<file path="src/rtl/cache_refill_ctrl.sv">
// cache_refill_ctrl: request/refill controller for a direct-mapped cache.
// After reset (and on flush) it sweeps every line to zero. It then serves one
// CPU read at a time: it looks the address up, refills from main memory on a
// miss, and returns the word.
// Optional build macro: CACHE_REFILL_STATS_EN adds the hit_count/miss_count outputs.
module cache_refill_ctrl #(
  parameter int TAG_BITS   = 20,
  parameter int INDEX_BITS = 10,
  parameter int DATA_BITS  = 32
) (
  input  logic                            clk,
  input  logic                            rst,
  input  logic                            req_valid,
  input  logic [31:0]                     req_addr,
  output logic                            req_ready,
  input  logic                            flush,
  output logic                            resp_valid,
  output logic [DATA_BITS-1:0]            resp_data,
  output logic [INDEX_BITS-1:0]           lk_index,
  output logic [TAG_BITS-1:0]             lk_tag,
  input  logic                            lk_hit,
  input  logic [DATA_BITS-1:0]            lk_data,
  output logic                            mem_req,
  output logic [31:0]                     mem_addr,
  input  logic                            mem_ack,
  input  logic [DATA_BITS-1:0]            mem_rdata,
  output logic                            cache_we,
  output logic [INDEX_BITS-1:0]           cache_windex,
  output logic [TAG_BITS+DATA_BITS:0]     cache_wline
`ifdef CACHE_REFILL_STATS_EN
  ,
  output logic [31:0]                     hit_count,
  output logic [31:0]                     miss_count
`endif
);

  localparam int WORD_ADDR_BITS = TAG_BITS + INDEX_BITS;

  localparam logic [2:0] INIT    = 3'd0;
  localparam logic [2:0] IDLE    = 3'd1;
  localparam logic [2:0] LOOKUP  = 3'd2;
  localparam logic [2:0] MEM_REQ = 3'd3;
  localparam logic [2:0] FILL    = 3'd4;
  localparam logic [2:0] RESP    = 3'd5;

  localparam logic [INDEX_BITS-1:0] IDX_ONE  = 1;
  localparam logic [INDEX_BITS-1:0] IDX_LAST = '1;

  logic [2:0]                state;
  logic [INDEX_BITS-1:0]     sweep_count;
  logic [WORD_ADDR_BITS-1:0] addr_q;
  logic [DATA_BITS-1:0]      data_q;
  logic                      unused_offset;

  // The byte offset never matters: whole words are always returned.
  assign unused_offset = ^req_addr[1:0];

  assign lk_index   = addr_q[INDEX_BITS-1:0];
  assign lk_tag     = addr_q[WORD_ADDR_BITS-1:INDEX_BITS];
  assign req_ready  = (state == IDLE);
  assign resp_valid = (state == RESP);
  assign mem_req    = (state == MEM_REQ);
  assign mem_addr   = {addr_q, 2'b00};
  assign cache_we   = (state == INIT) || (state == FILL);

  // The sweep writes all-zero lines. A fill writes a valid line for the latched address.
  always_comb begin
    cache_windex = addr_q[INDEX_BITS-1:0];
    cache_wline  = {1'b1, addr_q[WORD_ADDR_BITS-1:INDEX_BITS], data_q};
    if (state == INIT) begin
      cache_windex = sweep_count;
      cache_wline  = '0;
    end
  end

  // Main control FSM. Reset abandons any in-flight miss, so no partial fill is ever written.
  always_ff @(posedge clk) begin
    if (rst) begin
      state       <= INIT;
      sweep_count <= '0;
      addr_q      <= '0;
      data_q      <= '0;
      resp_data   <= '0;
    end else begin
      case (state)
        INIT: begin
          sweep_count <= sweep_count + IDX_ONE;
          if (sweep_count == IDX_LAST) begin
            state <= IDLE;
          end
        end
        IDLE: begin
          if (flush) begin
            sweep_count <= '0;
            state       <= INIT;
          end else if (req_valid) begin
            addr_q <= req_addr[WORD_ADDR_BITS+1:2];
            state  <= LOOKUP;
          end
        end
        LOOKUP: begin
          if (lk_hit) begin
            data_q    <= lk_data;
            resp_data <= lk_data;
            state     <= RESP;
          end else begin
            state <= MEM_REQ;
          end
        end
        MEM_REQ: begin
          if (mem_ack) begin
            data_q <= mem_rdata;
            state  <= FILL;
          end
        end
        FILL: begin
          resp_data <= data_q;
          state     <= RESP;
        end
        RESP: begin
          state <= IDLE;
        end
        default: begin
          sweep_count <= '0;
          state       <= INIT;
        end
      endcase
    end
  end

`ifdef CACHE_REFILL_STATS_EN
  // Hit/miss statistics, counted when the lookup completes. A flush leaves them untouched.
  always_ff @(posedge clk) begin
    if (rst) begin
      hit_count  <= '0;
      miss_count <= '0;
    end else if (state == LOOKUP) begin
      if (lk_hit) begin
        hit_count <= hit_count + 32'd1;
      end else begin
        miss_count <= miss_count + 32'd1;
      end
    end
  end
`else
  // This build has no statistics counters.
`endif

endmodule

</file>
<file path="config.mk">
export PLATFORM = sky130hd
export DESIGN_NAME = cache_refill_ctrl
export DESIGN_NICKNAME = d
export VERILOG_FILES = /design/src/rtl/cache_refill_ctrl.sv
export SDC_FILE = /design/constraint.sdc
export NUM_CORES = 1
export LEC_CHECK = 0
export ABC_AREA = 0
export CAP_MARGIN = 5
export CELL_PAD_IN_SITES_DETAIL_PLACEMENT = 1
export CELL_PAD_IN_SITES_GLOBAL_PLACEMENT = 1
export CORE_MARGIN = 2
export CORE_UTILIZATION = 31
export CTS_BUF_LIST = sky130_fd_sc_hd__clkbuf_2
export DETAILED_ROUTE_END_ITERATION = 8
export PLACE_DENSITY_LB_ADDON = 0.1
export SYNTH_ARGS = -nofsm -noshare
export SYNTH_HDL_FRONTEND = slang
export SYNTH_SLANG_ARGS = --single-unit
</file>
<file path="constraint.sdc">
create_clock -name clk -period 2.4 [get_ports clk]
set_input_delay 0.36 -clock clk [delete_from_list [all_inputs] [get_ports clk]]
set_output_delay 0.36 -clock clk [all_outputs]
set_load 0.005 [all_outputs]
</file>
==> out/qor.yml <==
seq_area_frac_synth_pct: 40.63
ys.warnings.count: 0
synth.top_cell.area_share_pct: 40.63
dp_slack_ps: 284.7
ys_async_sr_fraction_pct: 0
start_util_pct: 31.79
cp-start-kind: "flop"
whs_ps: 99.05
netlist_instances: 649
ys_ff_latch: 107
synth.distinct_cells: 37
rsz0062_at_grt: "yes"
coreArea_mm2: 0.01658
p_sw_mw: 0.7037
fmax_mhz: 391.8
violations: "setup timing"
syn-cell-area_mm2: 0.005273
arrival_ps: 2190
worst-setup-path-type: "reg2out"
seqPwrFrac_pct: 64.1
setup_viol: 41
critPathRequiredTime_ps: 2040
status: "finished, violations left"
powerDensity_mw_per_mm2: 335.2
clock_sinks: 107
layout-drive-gt1-share_pct: 20.37
syn_avg_cell_area_um2: 8.124
path_max_fanout: 5
dpl_cell_area_mm2: 0.007830
wl_per_cell_um: 18.27
grtUsageTotal_pct: 21.92
clk_latency_ps: 610
fin_util_pct: 50.37
grt_max_degree: 65
grt_pass1_vias: 5762
p_sw_share_pct: 25.13
fin_nets: 973
hpwl_um: 13240
grt-ovfl-total: 0
synth_top_cell_by_area: "dfxtp_1"
port_buffers: 258
fin_crit_sh_pct: 106.3
grt_pass1_wl_um: 31150
ant_nets: 0
fin_ws_ps: -152.4
wl_met3_um: 1139
power_mw: 2.800
maxSlewViolCount: 0
synthTopCellsByArea: "dfxtp_1 (41%), nand2_1 (9.6%), and2_1 (6.3%)"
finish.instance_area_mm2: 0.008353
dieArea_mm2: 0.01807
die_h_um: 134.4
reg2reg_slack_ps: 560
vias_per_cell: 4.963
diodes: 0
antenna_found_initial: 1
drt_iter0_markers: 165
rows: 47
p_int_mw: 2.096
drcViolationCount: 0
root_buffer: "clkbuf_2"
routed_wl_um: 19990
clk_pin_slew_ps: 280
top_layer_used: "met4"
min_path_type: "in2reg"
cts_buffers: 9
endpoint_kind: "output port"
cts_max_path_buffers: 2
synthToLayoutAreaGrowth_pct: 58.42
ios: 263
ir_worst_vdd_mv: 0.1803
cts_tree: "done"
hold_viol_final: 0
synth-edff-count: 0
cts.htree.levels: 3
die_width_um: 134.4
fillCellCount: 1937
dr_wl_met2_um: 10290
routabilityCongestion: 0.7711
power_leakage_nw: 2.991
p_clk_share_pct: 26.1
fin_crit_ps: 2552
vias: 5430
drv_cap: 0
synth-main-ff-cell: "dfxtp_1"
wl_met1_um: 8240
combPwrFrac_pct: 9.8
finClkSkew_ps: 22.35
dr.pass1.iters: 4
==> final timing paths <==
check / from / endpoint / cells after the start
max: state[2]$_SDFFE_PP0P_ / cache_windex[4] / 6
min: rst / data_q[20]$_SDFFE_PP0P_ / 2
max reg2reg: state[2]$_SDFFE_PP0P_ / sweep_count[9]$_SDFFE_PP0P_ / 5
min reg2reg: addr_q[3]$_SDFFE_PP0P_ / addr_q[3]$_SDFFE_PP0P_ / 2
==> area by class of cell <==
| class | count | area (um2) | share of cell area (%) |
|---|---|---|---|
| timing repair buffer | 293 | 3063 | 36.67 |
| sequential | 107 | 2146 | 25.69 |
| clock buffer | 11 | 55.05 | 0.6591 |
| multi-input combinational | 457 | 2788 | 33.37 |
| tap | 220 | 275.3 | 3.295 |
| inverter | 2 | 7.507 | 0.08987 |
| clock inverter | 4 | 18.77 | 0.2247 |
==> state kept, by name, indices dropped and copies added, names as in the netlist <==
register / flops
state: 3
data_q: 32
sweep_count: 10
addr_q: 30
resp_data: 32
==> per-stage QoR <==
stage,TNS (ps),instances
final,-1715,1094
after global routing,-5622,1094
after CTS,-5676,1094
after detailed placement,0,1061
after global placement,0,1061
after floorplan,0,650
==> cell usage in the layout, fill, tap and decap left out, types with 3 or more instances in the layout <==
master / instances
a211oi_1: 33
a21oi_1: 41
a311oi_1: 32
and2_1: 9
and2_4: 43
buf_12: 11
buf_16: 4
buf_2: 14
buf_4: 15
buf_6: 53
clkbuf_2: 13
clkdlybuf4s50_1: 192
clkinv_2: 3
dfxtp_1: 104
dfxtp_2: 3
mux2_2: 6
mux2_4: 3
mux2i_1: 33
nand2_1: 134
nand2b_1: 4
nand3b_1: 3
nor2_1: 72
o21ai_0: 3
o31ai_1: 6
or3_1: 3
or4_1: 6
==> cells by family after synthesis <==
| logic type | Yosys count | synth area share, % |
|---|---|---|
| AO/OA/AOI/OAI | 122 | 16.11 |
| adder cells (fa/ha/maj) | 1 | 0.2373 |
| buffers and inverters | 86 | 9.611 |
| flip-flops | 107 | 40.63 |
| multiplexers | 42 | 8.187 |
| other | 1 | 0.07112 |
| AND/OR/NAND/NOR | 290 | 25.15 |
==> power groups by stage <==
stage               Clock, mW  Sequential [mW]  Combinational [mW]
global placement            0             1.83               0.267
global route            0.826             1.80               0.296
finish                  0.731             1.79               0.275
floorplan                   0             1.82              0.0729
CTS                     0.771             1.80               0.274
detailed placement          0             1.83               0.274
==> cells in the mapped netlist (2+ instances only) <==
cell and n:
o31ai_1 6, nand4_1 2, or4_1 6, clkbuf_1 22, a21oi_1 42, nand3b_1 3
or3_1 4, nor2_1 72, dfxtp_1 107, and3b_1 2, and2_1 53, mux2i_1 33
a311oi_1 32, buf_4 41, nand2_1 135, nor3b_2 2, nor3b_1 2, buf_2 18
nand2b_1 4, nand3_1 2, mux2_2 9, buf_1 2, o21ai_0 4, a211oi_1 33
==> routing by layer <==
| metal | GRT usage, % | vias up |
|---|---|---|
| li1 | - | 2624 |
| met1 | 25.16 | 2625 |
| met2 | 40.45 | 161 |
| met3 | 4.875 | 20 |
| met4 | 6.550 | 0 |
| met5 | 0 | - |
==> worst max-delay path, cell delays in order, from the launching register on <==
cell and delay [ps]:
dfxtp_2 380, or3_4 410, buf_12 160, buf_12 130
buf_6 110, mux2_4 290, buf_6 110
==> what timing repair did <==
item                                    CTS  global route
endpoints found under the setup margin   64            56
hold endpoints to repair                  0             0
resized for setup                       336            34
buffers inserted                         11             4
hold buffers                              0             0
gates cloned                              7             0
pin swaps                                20             1
No activity file was read; power rests on OpenSTA's default activity.
